[src/rtl/led_pkg.sv]
// Purpose: shared definitions for the status-light sequencer: FSM state
//          encodings, light pin patterns, dwell-register select codes and
//          small helpers mapping states to colours.
// Ports:   none (package).
package led_pkg;

  typedef enum logic [2:0] {
    ST_IDLE  = 3'd0,
    ST_BLUE  = 3'd1,
    ST_GREEN = 3'd2,
    ST_RED   = 3'd3,
    ST_OVR   = 3'd4
  } state_t;

  localparam logic [2:0] LED_OFF   = 3'b000;
  localparam logic [2:0] LED_RED   = 3'b001;
  localparam logic [2:0] LED_BLUE  = 3'b010;
  localparam logic [2:0] LED_GREEN = 3'b100;

  localparam logic [1:0] SEL_BLUE  = 2'd0;
  localparam logic [1:0] SEL_GREEN = 2'd1;
  localparam logic [1:0] SEL_RED   = 2'd2;
  localparam logic [1:0] SEL_NONE  = 2'd3;

  function automatic logic [2:0] state_color(state_t s);
    logic [2:0] c;
    c = LED_OFF;
    case (s)
      ST_BLUE:  c = LED_BLUE;
      ST_GREEN: c = LED_GREEN;
      ST_RED:   c = LED_RED;
      default:  c = LED_OFF;
    endcase
    return c;
  endfunction

  function automatic state_t next_color(state_t s);
    state_t n;
    n = ST_BLUE;
    case (s)
      ST_BLUE:  n = ST_GREEN;
      ST_GREEN: n = ST_RED;
      default:  n = ST_BLUE;
    endcase
    return n;
  endfunction

endpackage

[src/rtl/led_seq_ctrl_if.sv]
// Purpose: bus bundle between the sequencer and its neighbours: the dwell
//          configuration write port and the override req/ack handshake.
// Signals: cfg_we/cfg_sel/cfg_data - dwell register write strobe, select, value
//          ovr_req/ovr_color        - override request (level) and colour
//          ovr_ack                  - override granted, driven by the sequencer
// Modports: master = config/override agent, slave = led_seq_ctrl.
interface led_seq_ctrl_if #(
  parameter int CNT_W = 16
);
  logic             cfg_we;
  logic [1:0]       cfg_sel;
  logic [CNT_W-1:0] cfg_data;
  logic             ovr_req;
  logic [2:0]       ovr_color;
  logic             ovr_ack;

  modport master (
    output cfg_we, cfg_sel, cfg_data, ovr_req, ovr_color,
    input  ovr_ack
  );

  modport slave (
    input  cfg_we, cfg_sel, cfg_data, ovr_req, ovr_color,
    output ovr_ack
  );
endinterface

[src/rtl/led_seq_ctrl_dwell_counter.sv]
// Purpose: dwell down-counter for the sequencer. Load has priority; otherwise
//          it decrements while en is high and stops at zero.
// Ports:   clk, rst_n        - clock, async active-low reset (count -> 0)
//          load, load_val    - synchronous load of a new count
//          en                - decrement enable
//          cnt, zero         - current count and terminal-count flag
module dwell_counter #(
  parameter int CNT_W = 16
) (
  input  logic             clk,
  input  logic             rst_n,
  input  logic             load,
  input  logic [CNT_W-1:0] load_val,
  input  logic             en,
  output logic [CNT_W-1:0] cnt,
  output logic             zero
);

  always_ff @(posedge clk or negedge rst_n) begin
    if (!rst_n) begin
      cnt <= '0;
    end else if (load) begin
      cnt <= load_val;
    end else if (en && !zero) begin
      cnt <= cnt - CNT_W'(1);
    end
  end

  assign zero = (cnt == '0);

endmodule

[src/rtl/led_seq_ctrl.sv]
// Purpose: programmable BLUE->GREEN->RED sequencer for the status light with
//          per-colour dwell registers, pause and a req/ack colour override.
// Ports:   clk, rst_n  - clock, async active-low reset
//          en          - 1 = run the sequence, 0 = freeze colour and count
//          bus         - config write port and override handshake (slave)
//          light       - registered light pins (red=001, blue=010, green=100)
//          state_o     - current FSM state for debug
//          step_pulse  - one-cycle pulse in the first cycle after a colour advance
//
// state    | meaning
// ---------+-------------------------------------------------------------
// ST_IDLE  | after reset, light off, waiting for en (or an override)
// ST_BLUE  | blue shown, dwell counter running while en
// ST_GREEN | green shown, dwell counter running while en
// ST_RED   | red shown, dwell counter running while en
// ST_OVR   | override granted, light follows ovr_color, saved state kept
module led_seq_ctrl
  import led_pkg::*;
#(
  parameter int          CNT_W       = 16,
  parameter logic [15:0] DWELL_BLUE  = 16'd4,
  parameter logic [15:0] DWELL_GREEN = 16'd4,
  parameter logic [15:0] DWELL_RED   = 16'd4
) (
  input  logic                 clk,
  input  logic                 rst_n,
  input  logic                 en,
  led_seq_ctrl_if.slave        bus,
  output logic [2:0]           light,
  output logic [2:0]           state_o,
  output logic                 step_pulse
);

  state_t           state_q, state_d;
  state_t           saved_q, saved_d;
  logic [2:0]       light_q, light_d;
  logic             ack_q, ack_d;
  logic             step_q, step_d;
  logic [CNT_W-1:0] dwell_blue_q, dwell_green_q, dwell_red_q;
  logic [CNT_W-1:0] dwell_sel, load_val;
  logic             cnt_load, cnt_en, cnt_zero;
  logic [CNT_W-1:0] cnt;

  always_ff @(posedge clk or negedge rst_n) begin
    if (!rst_n) begin
      dwell_blue_q  <= CNT_W'(DWELL_BLUE);
      dwell_green_q <= CNT_W'(DWELL_GREEN);
      dwell_red_q   <= CNT_W'(DWELL_RED);
    end else if (bus.cfg_we) begin
      case (bus.cfg_sel)
        SEL_BLUE:  dwell_blue_q  <= bus.cfg_data;
        SEL_GREEN: dwell_green_q <= bus.cfg_data;
        SEL_RED:   dwell_red_q   <= bus.cfg_data;
        default:   ;
      endcase
    end
  end

  // Reload value for the colour being entered; a dwell of 0 behaves as 1.
  always_comb begin
    dwell_sel = dwell_blue_q;
    case (state_d)
      ST_GREEN: dwell_sel = dwell_green_q;
      ST_RED:   dwell_sel = dwell_red_q;
      default:  dwell_sel = dwell_blue_q;
    endcase
    load_val = (dwell_sel == '0) ? '0 : dwell_sel - CNT_W'(1);
  end

  dwell_counter #(.CNT_W(CNT_W)) u_cnt (
    .clk      (clk),
    .rst_n    (rst_n),
    .load     (cnt_load),
    .load_val (load_val),
    .en       (cnt_en),
    .cnt      (cnt),
    .zero     (cnt_zero)
  );

  always_ff @(posedge clk or negedge rst_n) begin
    if (!rst_n) begin
      state_q <= ST_IDLE;
      saved_q <= ST_BLUE;
      light_q <= LED_OFF;
      ack_q   <= 1'b0;
      step_q  <= 1'b0;
    end else begin
      state_q <= state_d;
      saved_q <= saved_d;
      light_q <= light_d;
      ack_q   <= ack_d;
      step_q  <= step_d;
    end
  end

  always_comb begin
    state_d  = state_q;
    saved_d  = saved_q;
    light_d  = light_q;
    ack_d    = ack_q;
    step_d   = 1'b0;
    cnt_load = 1'b0;
    cnt_en   = 1'b0;
    case (state_q)
      ST_IDLE, ST_BLUE, ST_GREEN, ST_RED: begin
        ack_d = 1'b0;
        // Override outranks both en and a dwell expiring in the same cycle.
        if (bus.ovr_req) begin
          state_d = ST_OVR;
          saved_d = state_q;
          light_d = bus.ovr_color;
          ack_d   = 1'b1;
        end else if (en) begin
          if (state_q == ST_IDLE) begin
            state_d  = ST_BLUE;
            light_d  = LED_BLUE;
            cnt_load = 1'b1;
          end else if (cnt_zero) begin
            state_d  = next_color(state_q);
            light_d  = state_color(next_color(state_q));
            cnt_load = 1'b1;
            step_d   = 1'b1;
          end else begin
            cnt_en = 1'b1;
          end
        end
      end
      ST_OVR: begin
        if (bus.ovr_req) begin
          light_d = bus.ovr_color;
          ack_d   = 1'b1;
        end else begin
          // Returning colour always restarts with its full dwell.
          state_d  = saved_q;
          light_d  = state_color(saved_q);
          ack_d    = 1'b0;
          cnt_load = (saved_q != ST_IDLE);
        end
      end
      default: begin
        state_d = ST_IDLE;
        light_d = LED_OFF;
        ack_d   = 1'b0;
      end
    endcase
  end

  assign light       = light_q;
  assign state_o     = state_q;
  assign step_pulse  = step_q;
  assign bus.ovr_ack = ack_q;

endmodule

[src/flat_wrapper.sv]
// flat-port wrapper written by rule: the top's interface ports become plain ports
module led_seq_ctrl_flat import led_pkg::*;
#(
  parameter int          CNT_W       = 16,
  parameter logic [15:0] DWELL_BLUE  = 16'd4,
  parameter logic [15:0] DWELL_GREEN = 16'd4,
  parameter logic [15:0] DWELL_RED   = 16'd4
)
  (clk, rst_n, en, light, state_o, step_pulse, bus_cfg_we, bus_cfg_sel, bus_cfg_data, bus_ovr_req, bus_ovr_color, bus_ovr_ack);
  led_seq_ctrl_if #(.CNT_W(CNT_W)) bus_i ();
  input  logic clk;
  input  logic rst_n;
  input  logic en;
  output logic [2:0] light;
  output logic [2:0] state_o;
  output logic step_pulse;
  input wire logic [$bits(bus_i.cfg_we)-1:0] bus_cfg_we;
  input wire logic [$bits(bus_i.cfg_sel)-1:0] bus_cfg_sel;
  input wire logic [$bits(bus_i.cfg_data)-1:0] bus_cfg_data;
  input wire logic [$bits(bus_i.ovr_req)-1:0] bus_ovr_req;
  input wire logic [$bits(bus_i.ovr_color)-1:0] bus_ovr_color;
  output wire logic [$bits(bus_i.ovr_ack)-1:0] bus_ovr_ack;
  assign bus_i.cfg_we = bus_cfg_we;
  assign bus_i.cfg_sel = bus_cfg_sel;
  assign bus_i.cfg_data = bus_cfg_data;
  assign bus_i.ovr_req = bus_ovr_req;
  assign bus_i.ovr_color = bus_ovr_color;
  assign bus_ovr_ack = bus_i.ovr_ack;
  led_seq_ctrl #(.CNT_W(CNT_W), .DWELL_BLUE(DWELL_BLUE), .DWELL_GREEN(DWELL_GREEN), .DWELL_RED(DWELL_RED)) u_core (.clk(clk), .rst_n(rst_n), .en(en), .bus(bus_i), .light(light), .state_o(state_o), .step_pulse(step_pulse));
endmodule
[config.mk]
export PLATFORM = sky130hd
export DESIGN_NAME = led_seq_ctrl_flat
export DESIGN_NICKNAME = d
export VERILOG_FILES = /design/src/rtl/led_pkg.sv /design/src/rtl/led_seq_ctrl_if.sv /design/src/rtl/led_seq_ctrl_dwell_counter.sv /design/src/rtl/led_seq_ctrl.sv /design/src/flat_wrapper.sv
export SDC_FILE = /design/constraint.sdc
export NUM_CORES = 1
export LEC_CHECK = 0
export CAP_MARGIN = 25
export CORE_MARGIN = 1
export CORE_UTILIZATION = 50
export DETAILED_ROUTE_END_ITERATION = 6
export GPL_TIMING_DRIVEN = 0
export PLACE_DENSITY = 0.7
export RECOVER_POWER = 50
export SETUP_SLACK_MARGIN = 0.5
export SYNTH_ARGS = -nofsm -noshare
export SYNTH_HDL_FRONTEND = slang
export SYNTH_SLANG_ARGS = --single-unit
[constraint.sdc]
create_clock -name clk -period 5 [get_ports clk]
set_clock_uncertainty 0.05 [all_clocks]
set_input_delay 1 -clock clk [delete_from_list [all_inputs] [get_ports clk]]
set_output_delay 1 -clock clk [all_outputs]
set_load 0.01 [all_outputs]
# Word level (Yosys, flattened, before mapping)

Index checks and enable logic that the tools add are counted.

Word-level logic and storage cells: 82
Flip-flop bits (word level): 75
Output and inout port bits: 8
Bits of input ports: 26

Reduce and logical (&&, ||, !) cells: 14
Add/subtract/negate cells: 2
Multiplexer cells: 41
Eq/ne operators: 16

Operators by type and width:

| cell                                                                     | number |
|---|---|
| 16-bit two-way mux                                                       | 3 |
| 3-bit two-way mux                                                        | 15 |
| 16-bit zero test                                                         | 2 |
| 16-bit case mux with 2 select lines                                      | 1 |
| 16-bit by 1-bit subtractor with 16-bit output (second input constant)    | 2 |
| 3-bit by 2-bit == test with 1-bit output (second input constant)         | 8 |
| 3-bit case mux with 3 select lines                                       | 2 |
| 1-bit two-way mux                                                        | 16 |
| 3-bit case mux with 2 select lines                                       | 2 |
| 3-bit by 1-bit == test with 1-bit output (second input constant)         | 3 |
| 2-bit AND reduction                                                      | 4 |
| 5-bit OR reduction                                                       | 1 |
| 4-bit by 3-bit inequality test with 1-bit output (second input constant) | 1 |
| 2-bit case mux with 2 select lines                                       | 1 |
| 4-bit OR reduction                                                       | 1 |
| 3-bit == test (second input constant)                                    | 1 |
| 3-bit zero test                                                          | 1 |
| 3-bit inequality test (second input constant)                            | 1 |
| 3-bit nonzero test                                                       | 1 |
| 2-bit by 1-bit == test with 1-bit output (second input constant)         | 1 |
| 2-bit == test (second input constant)                                    | 1 |
| 2-bit zero test                                                          | 1 |
| 1-bit case mux with 2 select lines                                       | 1 |
| 2-bit nonzero test                                                       | 1 |
| other kinds (2)                                                          | 2 |

# Depth between registers and ports, before layout

Gate-level depths: netlist (run 1).

Word-level depth: 14
Mapped depth: 20
Mapped depth without buffers: 17

# Modules after synthesis

A second synthesis (run 1) with hierarchy kept.

Cells, all modules: 457
Area total of the unflattened synthesis: 4355.4 um^2

Modules (own cells, without submodules):

| module        | times used | sequential area each (um^2) | area an instance (um^2) | cells an instance |
|---|---|---|---|---|
| led_seq_ctrl  | 1          | 1481.4                      | 3309.4                  | 333 |
| dwell_counter | 1          | 400.4                       | 1046.0                  | 124 |

# Worst setup path before layout (run 1)

Ideal clock, no wire load.

Path kind: input -> register
Start point: input bus_ovr_req
End point: register u_core.u_cnt.cnt[14]
Stages on the path: 17
Arrival time: 3824 ps
Path slack: 999 ps
Required time: 4823 ps
Buffers on the path: 4
Library setup time: 127 ps
Cell sequence: buf_4 > or2_2 > o41ai_4 > or2_1 > buf_6 > buf_2 > buf_4 > nand2_1 > o21a_1 > inv_1 > ha_1 > inv_1 > nor3_1 > nand3_1 > nor3_1 > xor2_1 > o21ai_1

Word-level cells in the longest chain between the ends: 7
Elaborated cells between the ends (all ways): 17
Those cells by class: add/sub: 1; eq/ne: 2; mux: 11; reduce/logical: 3

RTL lines:

| item                                                                              | line                                     | text |
|---|---|---|
| start: declaration                                                                | flat_wrapper.sv:20                       | `input wire logic [$bits(bus_i.ovr_req)-1:0] bus_ovr_req;` |
| 3-bit two-way mux, on equally long branches                                       | led_seq_ctrl.sv:129, led_seq_ctrl.sv:108 |  |
| 3-bit case mux with 2 select lines                                                | led_seq_ctrl.sv:104                      | `case (state_q)` |
| 3-bit by 2-bit == test with 1-bit output                                          | led_seq_ctrl.sv:62                       | `case (state_d)` |
| 16-bit case mux with 2 select lines                                               | led_seq_ctrl.sv:62                       |  |
| 16-bit by 1-bit subtractor with 16-bit output or 16-bit zero test (tied branches) | led_seq_ctrl.sv:67                       | `load_val = (dwell_sel == '0) ? '0 : dwell_sel - CNT_W'(1);` |
| 16-bit two-way mux                                                                | led_seq_ctrl.sv:67                       |  |
| 16-bit two-way mux                                                                | led_seq_ctrl_dwell_counter.sv:22         | `end else if (load) begin` |
| end signal: assignment                                                            | led_seq_ctrl_dwell_counter.sv:23         | `cnt <= load_val;` |
| end signal: assignment                                                            | led_seq_ctrl_dwell_counter.sv:25         | `cnt <= cnt - CNT_W'(1);` |
| end: declaration                                                                  | led_seq_ctrl_dwell_counter.sv:15         | `output logic [CNT_W-1:0] cnt,` |

Several ways; a longest one is shown, not always the timed one.
A chain may end at the register's enable or synchronous reset.

# Final worst setup path (run 1)

Start point: input en
End point: register u_core.u_cnt.cnt[14]

Word-level cells in the longest chain between the ends: 8
Elaborated cells between the ends (all ways): 18
Those cells by class: add/sub: 1; eq/ne: 2; mux: 12; reduce/logical: 3

RTL lines:

| item                                                                              | line                             | text |
|---|---|---|
| start: declaration                                                                | flat_wrapper.sv:13               | `input logic en;` |
| 3-bit two-way mux                                                                 | led_seq_ctrl.sv:113              | `end else if (en) begin` |
| 3-bit two-way mux                                                                 | led_seq_ctrl.sv:108              | `if (bus.ovr_req) begin` |
| 3-bit case mux with 2 select lines                                                | led_seq_ctrl.sv:104              |  |
| 3-bit by 2-bit == test with 1-bit output                                          | led_seq_ctrl.sv:62               |  |
| 16-bit case mux with 2 select lines                                               | led_seq_ctrl.sv:62               |  |
| 16-bit by 1-bit subtractor with 16-bit output or 16-bit zero test (tied branches) | led_seq_ctrl.sv:67               |  |
| 16-bit two-way mux                                                                | led_seq_ctrl.sv:67               |  |
| 16-bit two-way mux                                                                | led_seq_ctrl_dwell_counter.sv:22 |  |

Several ways; a longest one is shown, not always the timed one.

==> qor.yml, run 1 <==
status: "complete, but fails checks"
failed_checks: "capacitance limit, slew limit"
chipWidth_um: 95.32
clock.fmax_ghz: 0.2346
coreArea_mm2: 0.008341
grt_usage: 0.2481
root_buffer: "clkbuf_8"
synth_nets: 439
utilization: 0.6128
cts_made_buffers: 9
r2r_start: "u_core.u_cnt.cnt[6]"
path_cells: "clkdlybuf4s50_1, nand2_1, o41ai_4, or2_1, buf_6, buf_2, buf_4, nand2_1, o21a_1, inv_1, ha_1, inv_1, nor3_2, nand3_1, nor3_2, xor2_1, o21ai_1"
critPathRequiredTime_ns: 5.18
tns_ns: 0
yosys_warnings: 0
insertion_delay_ns: 0.36
die_h_um: 95.32
vias_per_cell: 6.150
dr.pass1.iters: 5
powerDensity_mw_per_mm2: 401.1
r2r_end: "u_core.u_cnt.cnt[14]"
gp_congestion: 0.8811
path_buf_inv: 6
syn_area_mm2: 0.004354
drive_above_1_share: 0.2326
rows: 33
synth_largest_area_cell: "dfrtp_1"
min_path_type: "reg -> reg"
regArea_mm2: 0.001882
multiInputGateArea_mm2: 0.002382
drv_cap: 1
path_depth: 17
dieArea_mm2: 0.009086
cts_tree: "yes"
start_kind: "input pin"
clockBufferDepth: 2
finalCritPeriodShare: 0.8527
hold_buffers: 0
nNetsFinal: 484
leakagePower_nw: 1.966
drc: 0
final_common_cell: "dfrtp_1"
cts_sinks: 75
arrival_ns: 4.44
n_antenna_cell: 0
start_util: 0.5221
reg2regPathDepth: 17
final_max_slew_viol_count: 33
numPortBuffers: 32
synth.distinct_cells: 74
cp-end-kind: "flip-flop"
pin_count: 34
reg2reg_slack_ns: 0.82
seqPwrFrac: 0.445
fin_area_mm2: 0.005111
areaGrowthSynthToFinish_pct: 17.39
drt-initial-drc-count: 230
grt_start_max_net_pins: 44
swShare: 0.3372
placed_area_mm2: 0.004828
p_int_mw: 1.359
syn_area_per_cell_um2: 10.62
worst_pin_slew_ns: 1.908
cp_slowest_cell: "clkdlybuf4s50_1"
rsz0062_at_grt: "false"
grt_antenna_before_repair: 0
clk_pin_slew_ns: 0.08
htreeDepth: 3
p_comb_frac: 0.279
worstPathMaxFanout: 10
netlist_top_cells_area: "dfrtp_1, mux2_2, o21ai_0, dfstp_2, nor2_1"
period_minus_slack_ns: 4.263
ant_nets: 0
synth_top_area_share: 0.4080
grt_pass1_vias: 3318
crit_start: "en"
synth-edff-count: 0
final_cell_mix: "dfrtp_1, mux2_2, clkdlybuf4s50_1, o21ai_0, nor2_1"
fillerInstances: 701
ys.flop_type: "dfrtp_1"
path_class: "in -> reg"
drt_wl_total_mm: 10.51
synth_seq_cells: 75
synth-async-reset-ratio: 1.000
ir_drop_mv: 0.2508
crit_end: "u_core.u_cnt.cnt[14]"
grt_overflow: 0
netlist_instances: 410
relSlewSlack: -0.2718
crit_path_max_incr_delay_ns: 0.61
seq_area_frac_synth: 0.4322
avgRoutedWirePerCell_um: 18.61
power_mw: 2.050
grt_pass1_wl_mm: 16.84
routed-via-count: 3475
p_sw_uw: 691.2
hold_violations: 0
pwr-share-clk: 0.276
hpwl_mm: 7.613
setup_viol: 0
path_delay_family: "buffers and inverters"
==> routing by layer <==
layer,routed length [µm],vias up,share of wire,global-route usage
li1,-,1631,-,-
met1,4864,1714,0.46,0.3451
met2,4997,116,0.48,0.3833
met3,502,14,0.048,0.04705
met4,149,0,0.014,0.09217
met5,0,-,0,0
==> per-stage QoR <==
| step | hold WS, ns | instances | worst slack [ns] |
|---|---|---|---|
| 6_report | 0.4336 | 565 | 0.7367 |
| 5_1_grt | 0.4757 | 565 | 0.5300 |
| 4_1_cts | 0.4403 | 565 | 0.5906 |
| 3_5_place_dp | 0.4219 | 549 | 0.2632 |
| 3_3_place_gp | 0.4139 | 547 | 0.2721 |
| 2_1_floorplan | 0.4227 | 410 | 0.9994 |
==> sequential cells by signal (all words and copies together) (netlist names) <==
signal / cells
u_core.dwell_blue_q: 16
u_core.dwell_green_q: 16
u_core.dwell_red_q: 16
u_core.state_o: 3
u_core.light: 3
u_core.bus.ovr_ack: 1
u_core.u_cnt.cnt: 16
u_core.saved_q: 3
u_core.step_pulse: 1
==> Yosys cell counts, drive strengths merged, types with 3 or more instances <==
cell type   n
mux2       52
dfstp       4
nor2b       7
nor4       10
or2         3
a221oi      4
nor3       16
a221o       4
buf        10
ha          3
a21o        4
xnor2       8
or3         4
nor2       29
a31oi       3
clkbuf      7
a21oi      19
nand3       7
o211ai      6
a22o        3
inv         8
xor2        5
a21boi      3
o221ai      4
o21ai      41
mux2i       4
o32ai       4
nand2b      5
nor3b       3
nand2      23
dfrtp      71
a22oi       4
o21a        5
==> kinds of logic after synthesis <==
kind of cell | share of synthesized area
AO/OA/AOI/OAI | 0.2141
buffers and inverters | 0.03190
AND/OR/NAND/NOR | 0.1434
multiplexers | 0.1437
adder cells (fa/ha/maj) | 0.008622
flip-flops | 0.4322
XOR/XNOR | 0.02615
==> cell type report <==
| class | count | share of cell area |
|---|---|---|
| Sequential cell | 75 | 0.3682 |
| Clock buffer | 10 | 0.02497 |
| Inverter | 9 | 0.006610 |
| Tap cell | 105 | 0.02570 |
| Timing Repair Buffer | 34 | 0.06634 |
| Clock inverter | 6 | 0.02228 |
| Buffer | 17 | 0.01983 |
| Multi-Input combinational cell | 309 | 0.4661 |
==> power groups by stage <==
stage | registers (mW) | clock network [mW] | logic, mW
floorplan | 0.880 | 0 | 0.401
global placement | 0.906 | 0 | 0.537
detailed placement | 0.914 | 0 | 0.555
CTS | 0.903 | 0.575 | 0.557
global route | 0.933 | 0.600 | 0.625
finish | 0.913 | 0.566 | 0.571
==> worst register-to-register path, delay by kind of cell (launching register included) <==
| kind | cells | cell delay, ns |
|---|---|---|
| flip-flops | 1 | 0.48 |
| AND/OR/NAND/NOR | 7 | 1.66 |
| adder cells (fa/ha/maj) | 1 | 0.20 |
| AO/OA/AOI/OAI | 3 | 0.70 |
| buffers and inverters | 5 | 0.80 |
| XOR/XNOR | 1 | 0.17 |
==> worst min-delay path by stage <==
stage | end | from | slack (ns) | cells after the start
2_1_floorplan | u_core.dwell_green_q[1] | u_core.dwell_green_q[1] | 0.42 | 1
3_3_place_gp | u_core.light[0] | u_core.light[0] | 0.41 | 2
3_5_place_dp | u_core.light[0] | u_core.light[0] | 0.42 | 2
4_1_cts | u_core.light[0] | u_core.light[0] | 0.44 | 2
5_1_grt | u_core.dwell_red_q[1] | u_core.dwell_red_q[1] | 0.48 | 1
6_report | u_core.light[0] | u_core.light[0] | 0.43 | 2
==> timing repair <==
item,CTS,global route
endpoints found under the setup margin,0,4
buffers inserted,0,0
resized for setup,0,8
(Power assumes the default switching activity.)
==> run 2, diff against run 1 <==
--- a/config.mk
+++ b/config.mk
@@ -12,7 +12,7 @@
 export GPL_TIMING_DRIVEN = 0
 export PLACE_DENSITY = 0.7
 export RECOVER_POWER = 50
-export SETUP_SLACK_MARGIN = 0.5
+export SETUP_SLACK_MARGIN = 0.2
 export SYNTH_ARGS = -nofsm -noshare
 export SYNTH_HDL_FRONTEND = slang
 export SYNTH_SLANG_ARGS = --single-unit
==> qor.yml, run 2 (same netlist as run 1, synthesis figures left out) <==
status: "complete, but fails checks"  # unchanged
failed_checks: "capacitance limit, slew limit"  # unchanged
post-cts-setup-buffers: 0  # unchanged
clk_pin_slew_ns: 0.08  # about the same
chipWidth_um: 95.32  # unchanged
avgRoutedWirePerCell_um: 18.35  # was 18.61 µm
drc: 0  # unchanged
finalCritPeriodShare: 0.9347  # was 0.8527
arrival_ns: 4.85  # was 4.44 ns
placed_area_mm2: 0.004828  # unchanged
gp_congestion: 0.8811  # unchanged
setup_slack_ns: 0.3267  # was 0.7367 ns
tns_ns: 0  # unchanged
grt_antenna_before_repair: 0  # unchanged
critPathRequiredTime_ns: 5.18  # about the same
grt_pass1_wl_mm: 16.84  # unchanged
drt_wl_total_mm: 10.37  # was 10.51 mm
cts_resized: 0  # unchanged
min_path_type: "reg -> reg"  # unchanged
powerDensity_mw_per_mm2: 401.8  # was 401.1 mW/mm²
final_cell_mix: "dfrtp_1, mux2_2, clkdlybuf4s50_1, o21ai_0, nor2_1"  # unchanged
rsz0062_at_grt: "false"  # unchanged
rows: 33  # unchanged
hold_violations: 0  # unchanged
pin_count: 34  # unchanged
dr.pass1.iters: 4  # was 5
power_mw: 2.030  # was 2.050 mW
start_kind: "input pin"  # unchanged
period_minus_slack_ns: 4.673  # was 4.263 ns
cts_tree: "yes"  # unchanged
cts_made_buffers: 9  # unchanged
dieArea_mm2: 0.009086  # unchanged
insertion_delay_ns: 0.36  # about the same
ir_drop_mv: 0.2511  # was 0.2508 mV
grt_usage: 0.2481  # unchanged
grt_overflow: 0  # unchanged
areaGrowthSynthToFinish_pct: 16.03  # was 17.39%
utilization: 0.6058  # was 0.6128
numPortBuffers: 32  # unchanged
die_h_um: 95.32  # unchanged
drive_above_1_share: 0.2217  # was 0.2326
final_common_cell: "dfrtp_1"  # unchanged
relSlewSlack: -0.3015  # was -0.2718
cts_sinks: 75  # unchanged
n_antenna_cell: 0  # unchanged
drv_cap: 2  # was 1
vias_per_cell: 6.112  # was 6.150
drt-initial-drc-count: 196  # was 230
ant_nets: 0  # unchanged
pre_cts_slack_ns: 0.2632  # unchanged
start_util: 0.5221  # unchanged
worstPathMaxFanout: 9  # was 10
hold_buffers: 0  # unchanged
leakagePower_nw: 1.956  # was 1.966 nW
worst_pin_slew_ns: 1.952  # was 1.908 ns
final_max_slew_viol_count: 78  # was 33
cp-end-kind: "flip-flop"  # unchanged
root_buffer: "clkbuf_8"  # unchanged
routed-via-count: 3453  # was 3475
nNetsFinal: 484  # unchanged
setup_viol: 0  # unchanged
grt_start_max_net_pins: 44  # unchanged
clockBufferDepth: 2  # unchanged
coreArea_mm2: 0.008341  # unchanged
grt_pass1_vias: 3318  # unchanged
hpwl_mm: 7.613  # unchanged
fin_area_mm2: 0.005052  # was 0.005111 mm²
fillerInstances: 705  # was 701
path_class: "in -> reg"  # unchanged
clock.fmax_ghz: 0.2140  # was 0.2346 GHz
htreeDepth: 3  # unchanged
run 2: path summary, 6_finish.rpt:
kind                                startpoint                  endpoint  slack (ns)  depth (start not counted)
min reg2reg                    u_core.light[0]           u_core.light[0]        0.43                          2
max in group asynchronous                rst_n  u_core.dwell_green_q[13]        0.93                          2
max reg2reg                u_core.u_cnt.cnt[0]      u_core.u_cnt.cnt[14]        0.53                         19
min in group asynchronous                rst_n           u_core.light[1]        1.08                          1
min                            u_core.light[0]           u_core.light[0]        0.43                          2
max                                bus_ovr_req      u_core.u_cnt.cnt[14]        0.33                         16
run 2: final cells by class:
type                       instances  area [µm²]  area share
multi-input combinational        309        2333      0.4619
sequential                        75        1882      0.3725
timing repair buffer              34       329.1     0.06513
tap                              105       131.4     0.02600
clock buffer                      10       127.6     0.02526
clock inverter                     6       113.9     0.02254
buffer                            17       101.3     0.02006
inverter                           9       33.78    0.006686
run 2: power by group:
part           total, mW  leakage (nW)  switching, mW  internal, mW
combinational      0.557         0.966          0.296         0.261
clock              0.568         0.113          0.235         0.332
sequential         0.905         0.878          0.146         0.760
total               2.03          1.96          0.677          1.35
run 2: routing by layer:
metal  global-route usage  share of wire
met1               0.3451           0.47
met2               0.3833           0.47
met3              0.04705          0.049
met4              0.09217          0.017
met5                    0              0
run 2: per-stage QoR:
step	hold slack (ns)	cells
2_1_floorplan	0.4227	410
3_3_place_gp	0.4139	547
3_5_place_dp	0.4219	549
4_1_cts	0.4403	565
5_1_grt	0.4757	565
6_report	0.4337	565
run 2: critical path, stage by stage:
cell	delay, ns
clkbuf_1	0.35
a21boi_0	0.45
a221oi_1	0.12
a21oi_1	0.73
a21oi_4	0.16
a22oi_1	0.39
nand2_1	0.09
o21a_1	0.13
inv_1	0.07
ha_1	0.20
inv_1	0.08
nor3_1	0.34
nand3_1	0.19
nor3_1	0.28
xor2_1	0.18
o21ai_1	0.08
